<file path="src/rtl/fir_stream_ctrl.sv">
// fir_stream_ctrl: stream/config sequencer for fir_accel; define FIR_STREAM_CTRL_PERF_EN for perf counters.
module fir_stream_ctrl #(
    parameter int WIDTH     = 32,
    parameter int TAPS      = 8,
    parameter int AW        = $clog2(TAPS),
    parameter int IN_DEPTH  = 4,
    parameter int OUT_DEPTH = 4,
    parameter int TIMEOUT   = 64
) (
    input  logic             clk,
    input  logic             rst,
    input  logic             s_valid,
    output logic             s_ready,
    input  logic [WIDTH-1:0] s_data,
    output logic             m_valid,
    input  logic             m_ready,
    output logic [WIDTH-1:0] m_data,
    input  logic             cfg_valid,
    output logic             cfg_ready,
    input  logic [AW-1:0]    cfg_addr,
    input  logic [WIDTH-1:0] cfg_data,
    output logic             fir_start,
    output logic [WIDTH-1:0] fir_sample_in,
    input  logic             fir_done,
    input  logic [WIDTH-1:0] fir_sample_out,
    output logic             fir_coeff_wr_en,
    output logic [AW-1:0]    fir_coeff_wr_addr,
    output logic [WIDTH-1:0] fir_coeff_wr_data,
    output logic             busy,
    output logic             err_timeout
`ifdef FIR_STREAM_CTRL_PERF_EN
    ,
    output logic [31:0]      perf_samples,
    output logic [15:0]      perf_max_lat
`endif
);
    localparam int IAW = $clog2(IN_DEPTH);
    localparam int OAW = $clog2(OUT_DEPTH);
    localparam int TW  = $clog2(TIMEOUT + 1);
    localparam logic [2:0] IDLE = 3'd0, COEFF = 3'd1, ISSUE = 3'd2, ARM = 3'd3, WAIT = 3'd4, CAPTURE = 3'd5;

    logic [2:0]       state, state_nx;
    logic [WIDTH-1:0] in_mem  [IN_DEPTH];
    logic [WIDTH-1:0] out_mem [OUT_DEPTH];
    logic [IAW:0]     in_wp, in_rp;
    logic [OAW:0]     out_wp, out_rp;
    logic [TW-1:0]    wait_cnt;
    logic             live, in_full, in_empty, out_full, out_empty;
    logic             in_push, out_pop, go_cfg, go_issue, timed_out;

    assign in_empty  = in_wp == in_rp;
    assign in_full   = (in_wp ^ in_rp) == {1'b1, {IAW{1'b0}}};
    assign out_empty = out_wp == out_rp;
    assign out_full  = (out_wp ^ out_rp) == {1'b1, {OAW{1'b0}}};

    // live holds s_ready low until the first cycle after reset is released
    assign s_ready         = live && !in_full;
    assign in_push         = s_valid && s_ready;
    assign m_valid         = !out_empty;
    assign out_pop         = m_valid && m_ready;
    assign m_data          = m_valid ? out_mem[out_rp[OAW-1:0]] : '0;
    assign cfg_ready       = state == COEFF;
    assign fir_coeff_wr_en = state == COEFF;
    assign fir_start       = state == ISSUE;
    assign busy            = state != IDLE || !in_empty;

    // a free output slot is reserved at issue so CAPTURE can always push
    assign go_cfg    = state == IDLE && cfg_valid;
    assign go_issue  = state == IDLE && !cfg_valid && !in_empty && !out_full;
    assign timed_out = !fir_done && wait_cnt == TW'(TIMEOUT - 1);

    always_comb begin
        state_nx = go_cfg ? COEFF :
                   go_issue ? ISSUE :
                   state == ISSUE ? ARM :
                   state == ARM ? WAIT :
                   state == WAIT ? (fir_done ? CAPTURE : timed_out ? IDLE : WAIT) :
                   IDLE;
    end

    always_ff @(posedge clk) begin
        if (in_push) in_mem[in_wp[IAW-1:0]] <= s_data;
        if (state == CAPTURE) out_mem[out_wp[OAW-1:0]] <= fir_sample_out;
    end

    always_ff @(posedge clk) begin
        if (rst) begin
            state             <= IDLE;
            in_wp             <= '0;
            in_rp             <= '0;
            out_wp            <= '0;
            out_rp            <= '0;
            wait_cnt          <= '0;
            live              <= 1'b0;
            err_timeout       <= 1'b0;
            fir_sample_in     <= '0;
            fir_coeff_wr_addr <= '0;
            fir_coeff_wr_data <= '0;
        end else begin
            live     <= 1'b1;
            state    <= state_nx;
            wait_cnt <= state == WAIT ? wait_cnt + 1'b1 : '0;
            if (in_push) in_wp <= in_wp + 1'b1;
            if (state == ISSUE) in_rp <= in_rp + 1'b1;
            if (state == CAPTURE) out_wp <= out_wp + 1'b1;
            if (out_pop) out_rp <= out_rp + 1'b1;
            if (go_cfg) begin
                fir_coeff_wr_addr <= cfg_addr;
                fir_coeff_wr_data <= cfg_data;
            end
            if (go_issue) fir_sample_in <= in_mem[in_rp[IAW-1:0]];
            if (state == WAIT && timed_out) err_timeout <= 1'b1;
        end
    end

`ifdef FIR_STREAM_CTRL_PERF_EN
    logic [15:0] lat;

    always_ff @(posedge clk) begin
        if (rst) begin
            lat          <= '0;
            perf_samples <= '0;
            perf_max_lat <= '0;
        end else begin
            lat <= state == ISSUE ? 16'd1 : (lat != 16'hFFFF ? lat + 16'd1 : lat);
            if (state == CAPTURE) begin
                perf_samples <= perf_samples + 32'd1;
                if (lat > perf_max_lat) perf_max_lat <= lat;
            end
        end
    end
`endif
endmodule

</file>
<file path="config.mk">
export PLATFORM = sky130hd
export DESIGN_NAME = fir_stream_ctrl
export DESIGN_NICKNAME = d
export VERILOG_FILES = /design/src/rtl/fir_stream_ctrl.sv
export SDC_FILE = /design/constraint.sdc
export NUM_CORES = 1
export LEC_CHECK = 0
export CORE_ASPECT_RATIO = 1.5
export CORE_MARGIN = 5
export CORE_UTILIZATION = 40
export CTS_CLUSTER_SIZE = 28
export DETAILED_ROUTE_END_ITERATION = 8
export DONT_BUFFER_PORTS = 1
export PLACE_DENSITY_LB_ADDON = 0.15
export SETUP_SLACK_MARGIN = 0.15
export SLEW_MARGIN = 15
export SYNTH_ARGS = -nofsm -noshare
export SYNTH_HDL_FRONTEND = slang
export SYNTH_SLANG_ARGS = --single-unit
export TNS_END_PERCENT = 20
</file>
<file path="constraint.sdc">
create_clock -name clk -period 3 [get_ports clk]
set_clock_uncertainty 0.05 [all_clocks]
set_input_delay 0.75 -clock clk [delete_from_list [all_inputs] [get_ports clk]]
set_output_delay 0.75 -clock clk [all_outputs]
set_load 0.01 [all_outputs]
</file>
==> reports/results.tsv, run 1 <==
metric	value	unit
maximum clock rate	364	MHz
share of the synthesized area in the top cell type	58.0	%
# hold bufs at CTS	0	
initial antenna violation count	0	
YS warnings	0	
Synth Flop Type	edfxtp_1	
antenna-violating nets left	0	
r2r worst-path depth	4	
hold depth	1	
top cells by area, synth	edfxtp_1, dfxtp_1, mux4_2	
final hold slack	0.257	ns
post-DR vias/cell	5.42	
Final period util	91.5	%
Distinct cells, synth	43	
pin count of the biggest net entering global routing	85	
Worst Tran Pin Value	0.715	ns
Root Buffer	clkbuf_16	
cell area after synthesis	13300	sq um
Die Area	37000	sq um
final setup margin	0.254	ns
syn avg cell area	16.5	sq um
Hold Crit Start	rst	
GPL Wtd Cong	0.761	
I/O pin count	211	
core area	32700	sq um
share of cells above drive strength 1	18.3	%
Reg clk slew, reported paths	0.07	ns
CTS tree	done	
drt pass-1 iters	4	
leak pwr	4.71	nW
TNS Setup	0	ns
status	complete, no violations	
DP HPWL	17900	microns
Multi-input gate area	3380	sq um
Max FO, Critical Path	33	
diode count	0	
Place WS	0.608	ns
Synth Register Bits	349	
Setup Crit Path Kind	flop to output pin	
required time of the critical path	2.20	ns
die width	159	microns
final hold viol count	0	
Reg2Reg Setup Slack	0.80	ns
CTS Buffer Depth	3	
number of global-route vias before repair	7243	
Cells after Synth	806	
CP startpoint kind	flop	
worst skew pair latency	0.52	ns
RR Startpoint	in_wp[0]	
First DRT Iteration DRCs	342	
Port Buffer Count	0	
TritonCTS buffer count	34	
WL/cell	22.6	microns
worst hold path class	input pin to flop	
Sink Count	349	
syn_nets	922	
Worst slew margin	52.1	%
max cap viols	0	
GRT Overall Usage	15.1	%
maximum vdd ir drop	0.000506	V
part of the Yosys area used for sequential elements	72.0	%
Initial Util	40.5	%
Syn-to-layout area delta	11.3	%
gr ovfl total	0	
RSZ-0062 raised after global routing	false	
Post-route DRC	0	
first-pass GRT wire length	42800	microns
die height	233	microns
H-Tree Depth	2	
Critical Path Sink Type	output pin	
EDFF count, synth	256	
Slew Limit Fails	0	
worst r2r dst	in_mem[1][29]	
Final #Nets	931	
# setup viols final	0	
routed wire length	28400	microns
Reg area	9560	sq um
Power Density	662	nW/um^2
Filler cells	2830	
arrival time worst endpoint	1.95	ns
total number of vias	6813	
fraction of registers with async set or reset after synthesis	0	%
row count	81	
Period minus WS final	2.75	ns
worst hold path endpoint	fir_coeff_wr_data[19]	
dominant cell type by area after synthesis	edfxtp_1	
power after layout	0.00977	W
==> worst max-delay path, cell delays in order, from the launching register on <==
cell and delay (ns):
dfxtp_1 0.34, xor2_1 0.16, buf_4 0.16, or3_1 0.36, buf_6 0.19, and2_1 0.20
==> repair_timing <==
item / 4_1_cts / 5_1_grt
gates resized for setup: 1 / 3
endpoints found under the setup margin: 25 / 32
cloned: 0 / 1
hold endpoints to repair: 0 / 0
setup buffers: 0 / 2
==> cells in the final DEF (no fill, tap or decap), types with 2 or more instances in the layout <==
cell and count:
nand3b_1 2, mux2i_1 3, dfxtp_2 3, clkbuf_16 36, xnor2_2 2, mux4_2 64, clkinv_2 4, buf_4 21
dfxtp_1 89, and2_2 4, nand2_1 73, ha_1 11, inv_1 8, and2_1 36, clkinv_1 5, nor2_1 23
edfxtp_1 256, o21ai_0 2, inv_6 3, xor2_1 11, nand3_1 39, clkbuf_1 10, a21oi_1 70, xnor2_1 7
o21ai_1 30
==> cells by family (layout without fill, tap and decap cells) <==
logic type,after synthesis,after routing,synth area share [%]
multiplexers,67,67,11.1
XOR/XNOR,20,20,1.43
AND/OR/NAND/NOR,188,188,7.00
buffers and inverters,59,94,2.67
flip-flops,349,349,72.0
AO/OA/AOI/OAI,112,112,4.74
adder cells (fa/ha/maj),11,11,1.04
==> where the power goes <==
group | internal (W) | total (W) | switching [W]
Sequential | 0.00528 | 0.00537 | 0.0000888
Clock | 0.00228 | 0.00404 | 0.00176
Combinational | 0.000125 | 0.000365 | 0.000240
Total | 0.00769 | 0.00977 | 0.00209
==> metrics by stage <==
stage	util [%]	instance area [sq um]	cells
floorplan	-	13300	806
global placement	41.7	13600	1191
detailed placement	41.7	13600	1191
CTS	44.9	14700	1253
global route	45.1	14800	1256
finish	45.1	14800	1256
==> state kept, by name, indices dropped and copies added, names as in the netlist, 7 cells and up, named ones only <==
signal	count
in_mem	128
out_mem	128
fir_coeff_wr_data	32
fir_sample_in	32
wait_cnt	7
==> synth_stat cells (2+ instances only) <==
| cell type | instances |
|---|---|
| a21oi_1 | 70 |
| a31oi_1 | 2 |
| and2_1 | 40 |
| buf_2 | 10 |
| buf_4 | 12 |
| buf_6 | 9 |
| clkbuf_1 | 17 |
| clkbuf_4 | 2 |
| dfxtp_1 | 93 |
| edfxtp_1 | 256 |
| ha_1 | 11 |
| inv_1 | 8 |
| mux2i_1 | 3 |
| mux4_2 | 64 |
| nand2_1 | 73 |
| nand3_1 | 39 |
| nand3b_1 | 2 |
| nor2_1 | 23 |
| o21ai_0 | 2 |
| o21ai_1 | 30 |
| xnor2_1 | 7 |
| xnor2_2 | 2 |
| xor2_1 | 11 |
==> cell type report <==
type	count	share of cell area [%]
Clock buffer	46	6.28
Clock inverter	16	0.865
Multi-Input combinational cell	398	22.9
Tap cell	415	3.52
Timing Repair Buffer	24	1.50
Inverter	8	0.203
Sequential cell	349	64.8
==> layer usage <==
layer	routed length (microns)	track usage [%]
met5	0	0
met3	2900	6.05
met2	14800	26.7
met4	945	6.00
met1	9740	15.8
==> worst max path at each step <==
stage,startpoint,slack [ns],end,depth (start not counted)
after global routing,out_wp[1],0.15,m_data[27],5
final,out_rp[1],0.25,m_data[2],5
after global placement,flop,0.65,m_data[30],3
after floorplan,s_valid,0.57,in_mem[1][0],3
after detailed placement,flop,0.61,m_data[30],3
after CTS,flop,0.15,m_data[30],3
Power figures use the tool's default switching activity.
==> run 2: changes to the inputs <==
Settings changed: CORE_MARGIN 5 to 2.
Clock period 3 ns to 2.5 ns, I/O delays scaled along.
==> reports/results.tsv, run 2 (synthesis gave the netlist of run 1 again) <==
metric	value	unit	change
status	finished with violations		
failing checks	setup timing		
Final period util	101	%	
CTS Buffer Depth	3		unchanged
CP max stage cell	or3_4		
routed wire length	27900	microns	-1.6%
crit path launch	out_wp[0]		
net switching power	0.00247	W	+18%
share of cells above drive strength 1	24.1	%	+5.8 points
arrival time worst endpoint	1.86	ns	-0.09 ns
H-Tree Depth	2		unchanged
antenna-violating nets left	0		unchanged
leak pwr	4.80	nW	+2.0%
core area	32600	sq um	-0.31%
maximum vdd ir drop	0.000723	V	+43%
initial antenna violation count	1		+1
final setup margin	-0.0352	ns	-0.289 ns
worst stage delay on the critical path	0.44	ns	+0.08 ns
drt pass-1 iters	4		unchanged
Die Area	34600	sq um	-6.3%
Worst Tran Pin Value	0.713	ns	-0.00253 ns
final hold slack	0.121	ns	-0.136 ns
sequential share of power	55.7	%	+0.8 points
met1 wire length	9570	microns	-1.8%
Slew Limit Fails	0		unchanged
Sink Count	349		unchanged
Period minus WS final	2.54	ns	
hold depth	1		unchanged
DP HPWL	17500	microns	-2.2%
first-pass GRT wire length	42200	microns	-1.3%
Worst Setup EP	m_data[9]		
required time of the critical path	1.82	ns	-0.38 ns
Final #Nets	937		+0.64%
die width	153	microns	-3.8%
# setup viols final	17		+17
First DRT Iteration DRCs	334		-2.3%
Root Buffer	clkbuf_16		
Setup Crit Path Kind	flop to output pin		
dpl cells	1197		+0.50%
Reg2Reg Setup Slack	0.49	ns	-0.31 ns
Max FO, Critical Path	18		-45%
worst r2r dst	in_mem[1][29]		
Port Buffer Count	0		unchanged
Post-route DRC	0		unchanged
clock share of power	40.3	%	-1.1 points
worst hold path class	input pin to flop		
CP startpoint kind	flop		
GRT Overall Usage	16.0	%	+0.87 points
RR Startpoint	in_wp[0]		
pin count of the biggest net entering global routing	85		unchanged
maximum clock rate	394	MHz	
final cell utilization of the core	46.1	%	+1.0 points
Critical Path Sink Type	output pin		
Syn-to-layout area delta	13.5	%	
Place WS	0.392	ns	-0.216 ns
Filler cells	2847		+0.60%
Reg clk slew, reported paths	0.06	ns	about the same
most frequent cells in the layout	edfxtp_1, dfxtp_1, nand2_1		
commonest non-fill, non-tap cell in the layout	edfxtp_1		
post-DR vias/cell	5.39		-0.68%
max cap viols	0		unchanged
total number of vias	6799		-0.21%
Logic pwr share	4.0	%	+0.3 points
final cell count without fillers	1262		+0.48%
number of global-route vias before repair	7258		+0.21%
gr ovfl total	0		unchanged
final hold viol count	0		unchanged
TritonCTS buffer count	34		unchanged
critical path cell sequence	xor2_2 > or3_4 > buf_12 > and2_4		
r2r worst-path depth	4		unchanged
worst skew pair latency	0.52	ns	about the same
GPL Wtd Cong	0.711		-6.6%
Initial Util	40.6	%	+0.13 points
Sw Share	21.4	%	about the same
highest routed layer	met5		
P_int	0.00909	W	+18%
Worst slew margin	52.5	%	+0.38 points
diode count	0		unchanged
RSZ-0062 raised after global routing	true		
row count	81		unchanged
I/O pin count	211		unchanged
met2 WL	15400	microns	+4.1%
WL/cell	22.1	microns	-2.0%
CTS tree	done		
Hold Crit Start	rst		
die height	227	microns	-2.6%
Power Density	768	nW/um^2	+16%
Met3 Wirelength	2320	microns	-20%
# hold bufs at CTS	0		unchanged
==> run 2: worst max-delay path: cells and delay by family, from the launching register on <==
family	cells	cell delay, ns
xor+xnor	1	0.15
simple gates	2	0.62
flops	1	0.37
buf+inv	1	0.18
==> run 2: cell type report <==
| type | instances | area [sq um] | area share (%) |
|---|---|---|---|
| clock inverter | 12 | 82.6 | 0.549 |
| clock buffer | 50 | 921 | 6.12 |
| inverter | 8 | 30.0 | 0.200 |
| sequential | 349 | 9570 | 63.6 |
| timing repair buffer | 30 | 423 | 2.81 |
| tap | 415 | 519 | 3.45 |
| multi-input combinational | 398 | 3500 | 23.3 |
==> run 2: what timing repair did <==
item,CTS,global route
gates resized for setup,47,3
buffers inserted,0,0
gates cloned,3,0
setup endpoints to repair,34,34
pin swaps,19,3
==> run 2: routing by layer <==
layer / global-route usage [%] / vias up
met5: 0 / -
met4: 5.02 / 2
met3: 5.86 / 43
met2: 30.5 / 209
met1: 16.1 / 3477
li1: - / 3068
==> run 2: per-stage QoR <==
| stage | instance area (sq um) | setup TNS, ns | total power [W] |
|---|---|---|---|
| after floorplan | 13300 | 0 | 0.00692 |
| after global placement | 13800 | 0 | 0.00702 |
| after detailed placement | 13800 | 0 | 0.00703 |
| after CTS | 15000 | -1.71 | 0.0118 |
| after global routing | 15000 | -2.30 | 0.0120 |
| final | 15000 | -0.299 | 0.0116 |
==> run 2: worst min-delay path by stage <==
stage,end,slack (ns)
3_5_place_dp,wait_cnt[0],0.43
2_1_floorplan,wait_cnt[0],0.38
6_report,fir_coeff_wr_data[11],0.12
4_1_cts,fir_coeff_wr_data[9],0.08
5_1_grt,fir_coeff_wr_data[11],0.09
3_3_place_gp,wait_cnt[0],0.39
==> run 2: power by group through the flow <==
| stage | sequential [W] | combinational (W) | clock [W] |
|---|---|---|---|
| final | 0.00644 | 0.000466 | 0.00465 |
| after global routing | 0.00645 | 0.000516 | 0.00502 |
| after CTS | 0.00644 | 0.000482 | 0.00483 |
| after detailed placement | 0.00657 | 0.000469 | 0 |
| after global placement | 0.00656 | 0.000459 | 0 |
| after floorplan | 0.00653 | 0.000385 | 0 |
==> run 3: changes to the inputs <==
Settings changed: CORE_ASPECT_RATIO 1.5 to not set, GPL_ROUTABILITY_DRIVEN set to 0, SLEW_MARGIN 15 to 5.
==> reports/results.tsv, run 3 (synthesis gave the netlist of run 1 again) <==
metric	value	unit	change
share of cells above drive strength 1	24.8	%	+0.71 points
RR Startpoint	in_rp[0]		
antenna-violating nets left	0		unchanged
Post-route DRC	0		unchanged
Power Density	819	nW/um^2	+6.6%
initial antenna violation count	0		-1
Reg clk slew, reported paths	0.06	ns	about the same
GRT Overall Usage	16.2	%	+0.21 points
CTS Buffer Depth	3		unchanged
Port Buffer Count	0		unchanged
# setup viols final	12		-5
gr ovfl total	0		unchanged
Die Area	34600	sq um	about the same
hold depth	1		unchanged
Period minus WS final	2.51	ns	-0.0223 ns
H-Tree Depth	2		unchanged
max cap viols	0		unchanged
worst skew pair latency	0.51	ns	about the same
CP startpoint kind	flop		
row count	66		-19%
Max FO, Critical Path	18		unchanged
CP max stage cell	or3_4		
worst stage delay on the critical path	0.45	ns	about the same
r2r worst-path depth	4		unchanged
final cell utilization of the core	47.2	%	+1.1 points
worst hold path class	input pin to flop		
RSZ-0062 raised after global routing	true		
status	finished with violations		
met1 Use GR	18.2	%	+2.2 points
met3 usage	6.52	%	+0.65 points
Filler cells	2752		-3.3%
total number of vias	6859		+0.88%
GRT met2 Usage	28.1	%	-2.4 points
TritonCTS buffer count	39		+15%
dpl cell area	13800	sq um	+0.13%
post-DR vias/cell	5.29		-1.8%
most frequent cells in the layout	edfxtp_1, dfxtp_1, nand2_1		
Final #Nets	941		+0.43%
required time of the critical path	1.82	ns	about the same
final instance area	15400	sq um	+2.2%
final setup margin	-0.0130	ns	+0.0223 ns
die height	186	microns	-18%
Slew Limit Fails	0		unchanged
Setup Crit Path Kind	flop to output pin		
routed wire length	28400	microns	+1.7%
final hold viol count	0		unchanged
Hold Crit Start	rst		
Initial Util	40.6	%	about the same
pin count of the biggest net entering global routing	85		unchanged
Root Buffer	clkbuf_16		
drt pass-1 iters	4		unchanged
first-pass GRT wire length	42000	microns	-0.52%
worst hold path endpoint	fir_coeff_wr_data[15]		
number of global-route vias before repair	7339		+1.1%
I/O pin count	211		unchanged
maximum clock rate	398	MHz	+0.89%
Critical Path Sink Type	output pin		
Worst Tran Pin Value	0.724	ns	+0.0116 ns
Syn-to-layout area delta	16.0	%	
maximum vdd ir drop	0.000546	V	-25%
failing checks	setup timing		
WL/cell	21.9	microns	-1.0%
Sink Count	349		unchanged
die width	186	microns	+22%
commonest non-fill, non-tap cell in the layout	edfxtp_1		
DP HPWL	16600	microns	-5.2%
Final period util	101	%	-0.89 points
First DRT Iteration DRCs	301		-9.9%
core area	32600	sq um	about the same
worst r2r dst	fir_sample_in[27]		
post-CTS setup buffer count	0		unchanged
CTS tree	done		
Reg2Reg Setup Slack	0.53	ns	+0.04 ns
leak pwr	4.95	nW	+3.2%
diode count	0		unchanged
critical path cell sequence	xor2_1 > or3_4 > buf_12 > and2_4		
GRT busiest layer	met2		
Worst slew margin	51.7	%	-0.77 points
arrival time worst endpoint	1.84	ns	-0.02 ns
[run 3: cell types whose count changed in the layout (fill, tap and decap cells not counted), moves of 2 or more]
cell,before,now
clkbuf_16,34,43
buf_4,16,14
clkbuf_8,1,5
clkinv_1,1,4
clkinvlp_4,2,0
bufinv_16,0,4
inv_6,2,0
clkbuf_1,15,11
[run 3: cell type report]
cell class / count / area [sq um] / share of cell area, %
flip-flops and latches: 349 / 9560 / 62.2
multi-input cells: 398 / 3500 / 22.8
clock buffers: 58 / 1140 / 7.43
well taps: 442 / 553 / 3.59
repair buffers: 29 / 430 / 2.80
clock inverters: 13 / 160 / 1.04
inverters: 8 / 30.0 / 0.195
[run 3: worst max-delay path by stage]
stage | endpoint | slack, ns | cells after the start | start
finish | m_data[22] | -0.01 | 4 | out_rp[1]
global placement | m_data[21] | 0.44 | 3 | flop
detailed placement | m_data[13] | 0.43 | 3 | flop
global route | m_data[22] | -0.08 | 4 | out_wp[1]
CTS | m_data[24] | -0.05 | 3 | flop
floorplan | in_mem[1][0] | 0.19 | 4 | in_rp[0]
[run 3: repair_timing]
action | CTS | global route
pin swaps | 6 | 6
hold buffers | 0 | 0
resized for setup | 45 | 3
setup endpoints to repair | 34 | 34
cloned | 2 | 2
[run 3: critical path, delay by kind of cell, from the launching register on]
family / cells / cell delay (ns)
xor+xnor: 1 / 0.18
flops: 1 / 0.33
simple gates: 2 / 0.63
buf+inv: 1 / 0.18
[run 3: metrics by stage]
stage                     worst slack (ns)  hold WS [ns]  power (W)  setup TNS (ns)  cells
after floorplan                      0.192         0.380    0.00692               0    806
after detailed placement             0.427         0.407    0.00703               0   1222
final                              -0.0130         0.141     0.0126         -0.0899   1297
after global placement               0.438         0.388    0.00701               0   1222
after global routing               -0.0756         0.109     0.0131           -2.00   1297
after CTS                          -0.0454         0.108     0.0128          -0.694   1295
[run 3: per-layer routing]
metal  share of wire [%]  wire length [microns]
met2                  50                  14200
met4                 2.5                    706
met5                   0                      0
met1                  38                  10800
met3                 9.7                   2770
[run 3: power breakdown]
group	leakage (nW)	switching (W)	internal (W)
clock	0.641	0.00212	0.00357
sequential	3.07	0.000106	0.00634
combinational	1.24	0.000298	0.000168
